===== config.mk =====
export PLATFORM = sky130hd
export DESIGN_NAME = unformatter
export DESIGN_NICKNAME = d
export VERILOG_FILES = /design/src/rtl/unformatter.sv
export SDC_FILE = /design/constraint.sdc
export NUM_CORES = 1
export LEC_CHECK = 0
export ABC_AREA = 1
export CAP_MARGIN = 10
export CORE_AREA = 3 3 125 127
export DETAILED_ROUTE_END_ITERATION = 16
export DIE_AREA = 0 0 128 130
export DONT_BUFFER_PORTS = 1
export PLACE_DENSITY = 0.75
export SYNTH_ARGS = -nofsm -noshare
export SYNTH_HDL_FRONTEND = slang
export SYNTH_SLANG_ARGS = --single-unit

===== constraint.sdc =====
create_clock -name clk -period 3.55 [get_ports clk]
set_input_delay 0.71 -clock clk [delete_from_list [all_inputs] [get_ports clk]]
set_output_delay 0.71 -clock clk [all_outputs]
set_load 0.03 [all_outputs]

===== src/rtl/unformatter.sv =====
// Padding remover: buffers one block, scans backwards for the 0x01 marker, then streams words with byte validity.
// Optional byte-count output blk_len is enabled by defining UNFORMATTER_LEN_EN.
module unformatter #(
  parameter int SIZE        = 32,
  parameter int BLOCK_WORDS = 4
) (
  input  logic                  clk,
  input  logic                  rst,
  input  logic [SIZE-1:0]       din,
  input  logic                  din_valid,
  output logic                  din_ready,
  input  logic                  din_pad,
  input  logic                  din_final,
  output logic [SIZE-1:0]       dout,
  output logic [SIZE/8-1:0]     dout_validity,
  output logic                  dout_valid,
  input  logic                  dout_ready,
  output logic                  dout_last,
  output logic                  pad_err
`ifdef UNFORMATTER_LEN_EN
  ,
  output logic [$clog2(SIZE/8*BLOCK_WORDS+1)-1:0] blk_len
`endif
);

  localparam int NB  = SIZE / 8;
  localparam int WCW = $clog2(BLOCK_WORDS);
  localparam int BW  = (NB > 1) ? $clog2(NB) : 1;
  localparam int LW  = $clog2(NB * BLOCK_WORDS + 1);

  typedef logic [WCW-1:0] widx_t;
  localparam widx_t TOP = widx_t'(BLOCK_WORDS - 1);

  typedef enum logic [1:0] {FILL, SCAN, DRAIN} state_t;

  state_t          state, state_nxt;
  logic [SIZE-1:0] buffer [BLOCK_WORDS];
  widx_t           wcnt, k, last_idx, ocnt;
  logic            pad_q, final_q;
  logic [BW-1:0]   mark_b;

  logic [SIZE-1:0] cur;
  logic            cur_zero;
  logic [BW-1:0]   hb;
  logic [7:0]      hv;
  logic            in_acc, out_acc, scan_err, load, ld_pad;
  widx_t           ld_idx, ld_last;
  logic [BW-1:0]   ld_b;
  logic [NB-1:0]   ld_mask;
  logic [SIZE-1:0] ld_data;
  logic            ld_lastflag;

  function automatic logic [NB-1:0] low_mask(input logic [BW-1:0] b);
    logic [NB-1:0] m;
    m = '0;
    for (int i = 0; i < NB; i++) m[i] = (BW'(i) < b);
    return m;
  endfunction

  function automatic logic [SIZE-1:0] byte_expand(input logic [NB-1:0] m);
    logic [SIZE-1:0] e;
    e = '0;
    for (int i = 0; i < NB; i++) e[i*8 +: 8] = {8{m[i]}};
    return e;
  endfunction

  assign din_ready = (state == FILL);
  assign in_acc    = din_valid && din_ready;
  assign out_acc   = dout_valid && dout_ready;

  // Highest nonzero byte of the word under examination
  always_comb begin
    cur      = buffer[k];
    cur_zero = (cur == '0);
    hb       = '0;
    hv       = '0;
    for (int i = 0; i < NB; i++) begin
      if (cur[i*8 +: 8] != 8'h00) begin
        hb = BW'(i);
        hv = cur[i*8 +: 8];
      end
    end
  end

  always_comb begin
    state_nxt = state;
    load      = 1'b0;
    scan_err  = 1'b0;
    ld_idx    = '0;
    ld_last   = TOP;
    ld_pad    = 1'b0;
    ld_b      = '0;
    case (state)
      FILL: begin
        if (in_acc && wcnt == TOP) begin
          if (pad_q) begin
            state_nxt = SCAN;
          end else begin
            state_nxt = DRAIN;
            load      = 1'b1;
          end
        end
      end
      SCAN: begin
        if (cur_zero) begin
          if (k == '0) begin
            scan_err  = 1'b1;
            state_nxt = FILL;
          end
        end else if (hv == 8'h01) begin
          state_nxt = DRAIN;
          load      = 1'b1;
          ld_last   = k;
          ld_pad    = 1'b1;
          ld_b      = hb;
        end else begin
          scan_err  = 1'b1;
          state_nxt = FILL;
        end
      end
      DRAIN: begin
        if (out_acc) begin
          if (ocnt == last_idx) begin
            state_nxt = FILL;
          end else begin
            load    = 1'b1;
            ld_idx  = ocnt + 1'b1;
            ld_last = last_idx;
            ld_pad  = pad_q;
            ld_b    = mark_b;
          end
        end
      end
      default: state_nxt = FILL;
    endcase
  end

  assign ld_mask     = (ld_pad && ld_idx == ld_last) ? low_mask(ld_b) : '1;
  assign ld_data     = buffer[ld_idx] & byte_expand(ld_mask);
  assign ld_lastflag = (ld_idx == ld_last) && (pad_q || final_q);

  always_ff @(posedge clk) begin
    if (rst) state <= FILL;
    else     state <= state_nxt;
  end

  always_ff @(posedge clk) begin
    if (in_acc) buffer[wcnt] <= din;
  end

  always_ff @(posedge clk) begin
    if (rst) begin
      wcnt          <= '0;
      k             <= '0;
      last_idx      <= '0;
      ocnt          <= '0;
      pad_q         <= 1'b0;
      final_q       <= 1'b0;
      mark_b        <= '0;
      dout          <= '0;
      dout_validity <= '0;
      dout_valid    <= 1'b0;
      dout_last     <= 1'b0;
      pad_err       <= 1'b0;
`ifdef UNFORMATTER_LEN_EN
      blk_len       <= '0;
`endif
    end else begin
      pad_err <= scan_err;
      if (in_acc) begin
        wcnt <= (wcnt == TOP) ? '0 : wcnt + 1'b1;
        if (wcnt == '0) begin
          pad_q   <= din_pad;
          final_q <= din_final;
        end
      end
      if (state == FILL && state_nxt == SCAN) k <= TOP;
      else if (state == SCAN && cur_zero)     k <= k - 1'b1;
      // Output registers only move on DRAIN entry or a completed handshake
      if (load) begin
        dout          <= ld_data;
        dout_validity <= ld_mask;
        dout_last     <= ld_lastflag;
        dout_valid    <= 1'b1;
        ocnt          <= ld_idx;
      end else if (out_acc) begin
        dout_valid <= 1'b0;
      end
      if (state != DRAIN && state_nxt == DRAIN) begin
        last_idx <= ld_last;
        mark_b   <= ld_b;
`ifdef UNFORMATTER_LEN_EN
        blk_len  <= ld_pad ? LW'(ld_last) * LW'(NB) + LW'(ld_b) : LW'(NB * BLOCK_WORDS);
`endif
      end
    end
  end

endmodule


==> results of run 1 <==
## worst max-delay path, stage by stage, from the launching register on
cell	delay (ns)
dfxtp_1	0.31
inv_1	0.51
nand3_1	0.15
nand2_1	0.13
nor3b_2	0.35
a21boi_2	0.26
nand2_2	0.11
nand3_1	0.08
nand2_1	0.08
inv_2	0.38
buf_4	0.29
nand3_1	0.11
a21oi_1	0.15
## area by class of cell
type / instances / area [sq um]
flip-flops and latches: 183 / 4940
clock inverters: 14 / 103
well taps: 184 / 230
repair buffers: 15 / 113
inverters: 64 / 240
clock buffers: 18 / 429
fillers: 1227 / 5600
multi-input cells: 580 / 2870
## through the flow
stage          hold WS (ns)  util [%]  std cells  setup WS, ns
6_report              0.332      61.4       1058         0.571
5_1_grt               0.322      61.4       1058         0.302
4_1_cts               0.322      61.4       1058         0.602
3_5_place_dp          0.459      57.8       1026         0.648
3_3_place_gp          0.453      57.8       1026         0.743
2_1_floorplan         0.444         -        871         0.468
## per-layer routing
layer / routed length, um / share of wire, % / global-route usage (%)
met3: 1770 / 9.0 / 6.63
met2: 9250 / 47 / 38.7
met4: 423 / 2.2 / 9.74
met1: 8210 / 42 / 31.3
met5: 0 / 0 / 0
## how the worst max path moves through the flow
stage                endpoint  slack [ns]  cells after the start
finish               dout[15]        0.57                     12
global placement     dout[18]        0.74                     18
floorplan           mark_b[0]        0.47                     11
global route         dout[31]        0.30                     19
CTS                  dout[31]        0.60                     13
detailed placement   dout[31]        0.65                     14
## power groups by stage
stage,logic [uW],clock network (uW),registers (uW)
6_report,295,1720,2450
5_1_grt,335,1830,2460
4_1_cts,296,1730,2450
3_5_place_dp,293,0,2500
3_3_place_gp,289,0,2500
2_1_floorplan,227,0,2480
## registers in the layout, indices dropped and copies added, names as in the netlist, named ones only
register and count:
buffer 128, dout 32, dout_last 1, dout_valid 1, dout_validity 4, final_q 1
k 2, last_idx 2, mark_b 2, ocnt 2, pad_err 1, pad_q 1
state 2, wcnt 2
## logic make-up (layout without fill, tap and decap cells)
group,after synthesis,count (layout)
AO/OA/AOI/OAI,188,188
XOR/XNOR,4,4
adder cells (fa/ha/maj),9,9
buffers and inverters,108,111
flip-flops,183,183
AND/OR/NAND/NOR,379,379
## cells in the final DEF (no fill, tap or decap), types with 10 or more instances in the layout
| master | count |
|---|---|
| a21oi_1 | 119 |
| a22oi_1 | 32 |
| buf_4 | 15 |
| clkbuf_16 | 17 |
| dfxtp_1 | 55 |
| edfxtp_1 | 128 |
| inv_1 | 60 |
| nand2_1 | 217 |
| nand3_1 | 54 |
| nor2_1 | 64 |
| nor3_1 | 11 |
| o21ai_0 | 14 |
| o21ai_1 | 10 |
==> impl_metrics.csv, run 1 <==
group,metric,value,unit
logic_synthesis,synth_top_area_cell,"edfxtp_1",
timing,min_period,2.98,ns
timing,worstMarginPinSlew,0.905,ns
timing,rsz0062_at_grt,"false",
worst_hold_path,worstHoldPathCells,1,
pwr,p_sw_share,24.3,%
logic_synthesis,ys_types,42,
pwr,combPwrFrac,6.6,%
worst_setup_path,startpoint_type,"register",
logic_synthesis,ys.flop_type,"edfxtp_1",
global_routing,antenna_found_initial,0,
timing,fin_skew,0.00813,ns
layout,drive_gt1_share,8.01,%
timing,fin_tns_setup,0,ns
worst_hold_path,hp-start,"rst",
placement,gp_congestion,0.922,
logic_synthesis,synth_compound_area_share,13.0,%
clocking,tritoncts,"built",
global_routing,grt_pass1_wl,30900,um
clocking,cts.path.max_buffers,2,
die,die_w,128,um
detailed_routing,wirelength,19700,um
logic_synthesis,syn_area,0.00824,sq mm
layout,num_antenna_cells,0,
detailed_routing,viasPerCell,5.86,
run_status,status,"completed",
pwr,totalPowerFinal,4460,uW
detailed_routing,drt-pass1-iter-count,6,
worst_setup_path,r2r_end,"dout[15]",
clocking,clock-sinks,183,
clocking,cts_buffers,17,
timing,finalMaxSlewViolations,0,
die,num_rows,44,
logic_synthesis,synth_edf_count,128,
logic_synthesis,ys_ff_latch,183,
clocking,clk_pin_slew,0.07,ns
layout,design_area,0.00893,sq mm
worst_hold_path,hp-class,"input port to register",
logic_synthesis,yosysSeqAreaShare,60.0,%
clocking,cts_hold_buf,0,
timing,finalHoldViolations,0,
flow_run,drv_cap,0,
layout,area_growth,8.38,%
detailed_routing,initialDrtViolationCount,735,
clocking,cts_setup_buffers,0,
logic_synthesis,ys_warn_count,0,
die,ios,78,
logic_synthesis,synth-simple-area-share,19.7,%
global_routing,overflow,0,
logic_synthesis,synthXorXnorAreaFrac,0.425,%
timing,finalSetupViolCount,0,
clocking,cts-root-buf,"clkbuf_16",
logic_synthesis,synthAdderAreaFrac,1.37,%
pwr,ir_drop,0.000328,V
layout,nNetsFinal,908,
detailed_routing,drc,0,
worst_setup_path,reg2reg_slack,0.57,ns
die,dieArea,0.0166,sq mm
logic_synthesis,post-synth-top-count-cell,"nand2_1",
logic_synthesis,yosysTopAreaCellShare,46.6,%
pwr,power_density,500,mW/mm^2
logic_synthesis,syn-num-nets,918,
detailed_routing,ant_nets,0,
detailed_routing,wl_per_cell,18.6,um
worst_setup_path,crit_type,"register to register",
detailed_routing,vias,6205,
pwr,p_int,3380,uW
worst_setup_path,crit_arrival,3.35,ns
timing,fmax,336,MHz
logic_synthesis,synth_cells,871,
worst_hold_path,hold_path_end,"dout[6]",
timing,slew_headroom,39.5,%
die,die_y,130,um
worst_setup_path,ff2ff_path_depth,12,
logic_synthesis,synth_mux_area_share,0,%
timing,timing.final.crit_share,83.9,%
logic_synthesis,async_flop_share,0,%
clocking,clk_latency,0.44,ns
die,initial_core_util,56.7,%
placement,dpl.hpwl,12400,um
logic_synthesis,synth_top_family_by_area,"simple AND/OR/NAND/NOR gates",
worst_setup_path,cp.required,3.92,ns
pwr,cellLeakagePower,0.00347,uW
pwr,p_switching,1090,uW
global_routing,grt_max_degree,65,
global_routing,grt_util_all_layers,24.1,%
clocking,post_cts_resized,0,
logic_synthesis,yosys-top-cells-area,"edfxtp_1, dfxtp_1, nand2_1, a21oi_1, nand3_1",
logic_synthesis,synthTopCellsByCount,"nand2_1, edfxtp_1, a21oi_1",
clocking,htree_levels,4,
die,core,0.0145,sq mm
placement,placed_cell_area,0.00840,sq mm
global_routing,grt_pass1_vias,5862,
placement,io_buffer_count,0,
worst_setup_path,path_max_fanout,25,
worst_setup_path,end_kind,"register",
logic_synthesis,syn_avg_cell_area,9.46,sq um
pwr,p_seq_share,54.9,%
pwr,p_clk_share,38.5,%
No activity file was read; power rests on OpenSTA's default activity.
==> run 2: changes to the inputs <==
==> constraint.sdc (replaced) <==
create_clock -name clk -period 2.5 [get_ports clk]
set_input_delay 0.5 -clock clk [delete_from_list [all_inputs] [get_ports clk]]
set_output_delay 0.5 -clock clk [all_outputs]
set_load 0.03 [all_outputs]
==> run 2 against run 1 <==
  * The flow now finishes with violations (negative setup slack)
  * Critical path type unchanged
  * Register-to-register slack worse by 0.60 ns
  * Fmax is 18% higher
  * Clock-buffer cell count is the same
  * Sequential share of layout area shrank 4.7 points
  * Critical path depth increased by 3
  * Routed wire length rose by 7.5%
==> impl_metrics.csv, run 2 (synthesis results as in run 1) <==
group,metric,value,unit
clocking,cts.path.max_buffers,2,
layout,drive_gt1_share,17.8,%
layout,final_cell_mix,"nand2_1, edfxtp_1, a21oi_1",
layout,multi_input_area,0.00313,sq mm
clocking,cts_buffers,17,
run_status,status,"complete, but fails checks",
worst_setup_path,cp_top_family,"simple AND/OR/NAND/NOR gates",
layout,largest_register_ffs,128,
die,core,0.0145,sq mm
detailed_routing,vias,6461,
run_status,violations,"negative setup slack",
timing,slew_headroom,63.3,%
timing,finalSetupViolCount,14,
worst_setup_path,crit_arrival,2.85,ns
global_routing,grt_pass1_vias,6085,
clocking,tritoncts,"built",
worst_setup_path,path_cells,"buf_6, buf_6, nor2_1, nand2_1, nand3_2, nand2_2, nor3b_4, a21boi_4, nand2_2, a21oi_4, buf_6, nand4_4, buf_12, nand3_1, a21oi_1",
layout,fin_cells,1099,
layout,top_regs,"buffer: 128 flops, dout: 32 flops, dout_validity: 4 flops",
clocking,clk_pin_slew,0.07,ns
worst_setup_path,crit_top_cell,"buf_6",
detailed_routing,viasPerCell,5.88,
worst_setup_path,crit_type,"register to register",
timing,worstMarginPinSlew,0.550,ns
clocking,cts-root-buf,"clkbuf_16",
layout,final_common_cell,"nand2_1",
flow_run,drv_cap,0,
placement,dpl.cell_count,1052,
worst_setup_path,cpPeakStageDelay,0.38,ns
pwr,combPwrFrac,7.7,%
timing,fin_skew,0.0113,ns
detailed_routing,initialDrtViolationCount,736,
pwr,p_switching,1640,uW
placement,gp_congestion,0.901,
worst_setup_path,path_buf_inv,4,
global_routing,grt_max_degree,44,
layout,regMostFlops,"buffer",
pwr,ir_drop,0.000516,V
placement,preCtsSetupSlack,-0.102,ns
timing,finalMaxSlewViolations,0,
worst_hold_path,hp-class,"input port to register",
die,initial_core_util,56.7,%
detailed_routing,wl_per_cell,19.2,um
global_routing,grt_pass1_wl,32100,um
clocking,clock-sinks,183,
pwr,power_density,701,mW/mm^2
timing,min_period,2.53,ns
global_routing,grt_util_all_layers,25.0,%
placement,dpl.hpwl,13200,um
die,ios,78,
clocking,cts_hold_buf,0,
worst_setup_path,end_kind,"register",
worst_setup_path,cp.required,2.82,ns
layout,seqCellArea,0.00495,sq mm
timing,rsz0062_at_grt,"true",
global_routing,overflow,0,
pwr,p_seq_share,50.9,%
layout,n_fill_cell,1091,
die,dieArea,0.0166,sq mm
timing,timing.final.crit_share,101,%
pwr,p_int,5220,uW
layout,area_growth,18.5,%
layout,final_util,67.2,%
timing,finalHoldViolations,0,
worst_setup_path,cp_slowest_cell,"dfxtp_4",
placement,io_buffer_count,0,
pwr,p_clk_share,41.5,%
layout,nNetsFinal,949,
layout,num_antenna_cells,0,
detailed_routing,drt-pass1-iter-count,6,
global_routing,antenna_found_initial,0,
clocking,clk_latency,0.44,ns
timing,fmax,396,MHz
worst_setup_path,startpoint_type,"register",
pwr,p_sw_share,23.9,%
detailed_routing,ant_nets,0,
timing,setup_ws,-0.0274,ns
worst_setup_path,path_max_fanout,9,
placement,placed_cell_area,0.00869,sq mm
die,die_w,128,um
die,num_rows,44,
detailed_routing,drc,0,
layout,design_area,0.00977,sq mm
clocking,htree_levels,4,
pwr,cellLeakagePower,0.00384,uW
die,die_y,130,um
detailed_routing,wirelength,21100,um
[run 2: changes by cell type in the layout (fill, tap and decap cells not counted), moves of 6 or more]
cell / before / now
a21oi_1: 119 / 112
a21oi_2: 0 / 7
buf_12: 0 / 8
buf_4: 15 / 38
buf_6: 0 / 7
nand2_1: 217 / 199
nand2_2: 3 / 17
nand3_1: 54 / 44
nand3_2: 1 / 11
nor2_1: 64 / 58
nor2_2: 2 / 8
[run 2: worst paths after layout]
kind / cells past startpoint / startpoint / endpoint / slack [ns]
max reg2reg: 15 / register / dout[9] / -0.03
min reg2reg: 2 / last_idx[0] / last_idx[0] / 0.50
max: 15 / register / dout[9] / -0.03
min: 1 / rst / dout[8] / 0.13
[run 2: cell type report]
type	instances	area share (%)
Clock inverter	14	1.97
Inverter	64	2.61
Clock buffer	18	4.50
Multi-Input combinational cell	581	32.0
Sequential cell	183	50.7
Tap cell	184	2.36
Timing Repair Buffer	55	5.88
[run 2: power groups by stage]
stage	clock network, uW	logic (uW)	registers (uW)
6_report	2840	525	3480
5_1_grt	3020	578	3500
4_1_cts	2860	467	3480
3_5_place_dp	0	455	3550
3_3_place_gp	0	447	3540
2_1_floorplan	0	326	3530
[run 2: routing by layer]
| layer | global-route usage [%] | up-vias | part of all wire [%] |
|---|---|---|---|
| met4 | 6.49 | 0 | 1.7 |
| met1 | 33.3 | 3045 | 40 |
| met2 | 40.8 | 314 | 49 |
| met5 | 0 | - | 0 |
| li1 | - | 3060 | - |
| met3 | 7.41 | 42 | 9.8 |
[run 2: through the flow]
step | setup TNS (ns) | hold slack (ns) | total power [uW]
floorplan | -13.00 | 0.444 | 3850
global placement | 0 | 0.462 | 3990
detailed placement | -1.46 | 0.470 | 4000
CTS | 0 | 0.121 | 6800
global route | -4.07 | 0.111 | 7090
finish | -0.197 | 0.131 | 6850
[run 2: timing repair]
item / CTS / global route
pin swaps: 4 / 28
gates cloned: 1 / 2
buffers inserted: 4 / 8
endpoints found under the setup margin: 35 / 49
gates resized for setup: 7 / 72
==> run 3: changes to the inputs <==
--- a/config.mk
+++ b/config.mk
@@ -7,11 +7,12 @@
 export LEC_CHECK = 0
 export ABC_AREA = 1
 export CAP_MARGIN = 10
-export CORE_AREA = 3 3 125 127
+export CORE_AREA = 3 3 122 124
+export CTS_BUF_LIST = sky130_fd_sc_hd__clkbuf_2 sky130_fd_sc_hd__clkbuf_4 sky130_fd_sc_hd__clkbuf_8
 export DETAILED_ROUTE_END_ITERATION = 16
-export DIE_AREA = 0 0 128 130
+export DIE_AREA = 0 0 125 127
 export DONT_BUFFER_PORTS = 1
-export PLACE_DENSITY = 0.75
+export PLACE_DENSITY = 0.78
 export SYNTH_ARGS = -nofsm -noshare
 export SYNTH_HDL_FRONTEND = slang
 export SYNTH_SLANG_ARGS = --single-unit
==> run 3 against run 2 <==
  * The run still ends with negative setup slack left
  * Combinational power is 1% lower
  * Register-to-register slack worse by 0.04 ns
  * Largest cell class unchanged
  * Largest power group unchanged
  * Worst hold slack worse by 0.060 ns
  * Critical path type unchanged
  * Sequential cell count stayed put
  * Sequential power hardly changed
  * Cell count is 0.82% lower
  * Routed wire length is 1.8% lower
  * Utilization is 1.3 points higher
==> impl_metrics.csv, run 3 (synthesis results as in run 1) <==
group,metric,value,unit
die,die_y,127,um
timing,fin_skew,0.0111,ns
timing,finalSetupViolCount,9,
worst_setup_path,cp.required,2.91,ns
pwr,ir_drop,0.000467,V
worst_setup_path,path_cells,"inv_8, buf_4, or2_1, nand3_1, nand2_1, nor2_1, nand2_1, nor2_2, buf_4, nand2_1, nand2_1, nand4_1, nand2_2, nand3_1, nand4_2, buf_6, nand3_1, a21oi_1",
placement,preCtsSetupSlack,-0.160,ns
flow_run,drv_cap,0,
pwr,power_density,625,mW/mm^2
clocking,cts_buffers,17,
pwr,p_sw_share,27.2,%
worst_setup_path,cpPeakStageDelay,0.43,ns
global_routing,grt_pass1_wl,32100,um
die,num_rows,43,
clocking,cts.path.max_buffers,2,
layout,area_growth,15.5,%
global_routing,overflow,0,
detailed_routing,initialDrtViolationCount,743,
worst_setup_path,crit_type,"register to register",
worst_setup_path,r2r_end,"dout[21]",
worst_setup_path,crit_top_cell,"nand2_1",
detailed_routing,wl_per_cell,19.0,um
detailed_routing,ant_nets,0,
layout,drive_gt1_share,17.8,%
worst_setup_path,crit_arrival,2.97,ns
layout,final_cell_mix,"nand2_1, edfxtp_1, a21oi_1",
worst_hold_path,hp-class,"input port to register",
detailed_routing,drt-pass1-iter-count,6,
layout,final_common_cell,"nand2_1",
worst_setup_path,reg2reg_slack,-0.06,ns
global_routing,grt_pass1_vias,6289,
layout,largest_register_ffs,128,
timing,timing.final.crit_share,103,%
timing,fmax,390,MHz
layout,final_util,68.5,%
timing,worstMarginPinSlew,0.486,ns
worst_setup_path,ff2ff_path_depth,18,
die,initial_core_util,59.4,%
worst_setup_path,cp_slowest_cell,"dfxtp_4",
pwr,cellLeakagePower,0.00368,uW
pwr,p_seq_share,58.5,%
worst_setup_path,path_max_fanout,8,
layout,top_regs,"buffer: 128 flops, dout: 32 flops, dout_validity: 4 flops",
layout,regMostFlops,"buffer",
clocking,cts_hold_buf,0,
detailed_routing,vias,6544,
die,dieArea,0.0159,sq mm
clocking,clock-sinks,183,
detailed_routing,wirelength,20700,um
placement,io_buffer_count,0,
clocking,htree_levels,4,
worst_hold_path,hp-start,"rst",
worst_setup_path,end_kind,"register",
detailed_routing,viasPerCell,6.00,
die,ios,78,
clocking,clk_pin_slew,0.10,ns
timing,setup_ws,-0.0631,ns
timing,min_period,2.56,ns
timing,slew_headroom,67.3,%
global_routing,grt_max_degree,44,
clocking,tritoncts,"built",
die,die_w,125,um
worst_hold_path,hold_path_end,"dout[12]",
placement,placed_cell_area,0.00869,sq mm
pwr,p_clk_share,32.7,%
die,core,0.0139,sq mm
clocking,clk_latency,0.48,ns
timing,finalMaxSlewViolations,0,
timing,rsz0062_at_grt,"true",
placement,gp_congestion,0.894,
worst_hold_path,worstHoldPathCells,1,
timing,hold-worst-slack,0.0708,ns
run_status,status,"complete, but fails checks",
placement,dpl.hpwl,13000,um
global_routing,grt_util_all_layers,25.7,%
detailed_routing,drc,0,
run_status,violations,"negative setup slack",
layout,design_area,0.00951,sq mm
layout,num_antenna_cells,0,
pwr,p_switching,1620,uW
layout,nNetsFinal,944,
pwr,p_int,4330,uW
timing,finalHoldViolations,0,
global_routing,antenna_found_initial,0,
pwr,combPwrFrac,8.7,%
layout,n_fill_cell,1024,
worst_setup_path,startpoint_type,"register",
clocking,cts-root-buf,"clkbuf_8",
run 3: changes by cell type in the layout (fill, tap and decap cells not counted), moves of 6 or more:
cell / previous run / this run
a21oi_2: 7 / 14
nand3_4: 1 / 7
nand3_2: 11 / 5
clkbuf_16: 19 / 1
a21oi_1: 112 / 105
clkbuf_8: 1 / 17
run 3: worst max path at each step:
stage,to,slack (ns),cells past startpoint,startpoint
CTS,dout_validity[0],-0.003,20,register
global route,dout[16],-0.19,16,register
floorplan,buffer[1][0],-0.20,4,state[0]
global placement,dout_validity[0],-0.04,20,register
detailed placement,dout_validity[2],-0.16,16,register
finish,dout[21],-0.06,18,register
run 3: worst max-delay path: cells and delay by family, from the launching register on:
family | cells | cell delay, ns
AO/OA/AOI/OAI | 1 | 0.15
buffers and inverters | 4 | 0.49
flip-flops | 1 | 0.43
AND/OR/NAND/NOR | 13 | 1.41
run 3: per-stage QoR:
stage | cells | power [uW] | setup TNS, ns
final | 1090 | 5950 | -0.224
after detailed placement | 1048 | 4000 | -3.77
after global routing | 1090 | 6170 | -5.06
after floorplan | 871 | 3850 | -13.00
after global placement | 1048 | 3990 | -0.124
after CTS | 1084 | 5910 | -0.00323
run 3: final cells by class:
cell class / count / area, sq um / area share [%]
Clock buffer: 17 / 234 / 2.46
Clock inverter: 15 / 160 / 1.68
Inverter: 64 / 253 / 2.66
Multi-Input combinational cell: 581 / 3170 / 33.3
Sequential cell: 183 / 4950 / 52.0
Tap cell: 180 / 225 / 2.37
Timing Repair Buffer: 50 / 523 / 5.50
run 3: power by group through the flow:
stage | sequential [uW] | clock [uW] | combinational, uW
6_report | 3480 | 1950 | 519
5_1_grt | 3500 | 2100 | 573
4_1_cts | 3480 | 1960 | 466
3_5_place_dp | 3550 | 0 | 457
3_3_place_gp | 3540 | 0 | 449
2_1_floorplan | 3530 | 0 | 326
run 3: metal layers:
metal / vias to the layer above / global-route usage [%] / wire, um
li1: 3047 / - / -
met1: 3095 / 33.0 / 8140
met5: - / 0 / 0
met4: 0 / 10.4 / 492
met3: 49 / 6.94 / 1960
met2: 353 / 41.9 / 10200
run 3: what timing repair did:
action / in CTS / in global routing
gates resized for setup: 11 / 76
setup endpoints to repair: 46 / 48
setup buffers: 3 / 5
gates cloned: 1 / 1
pin swaps: 1 / 21
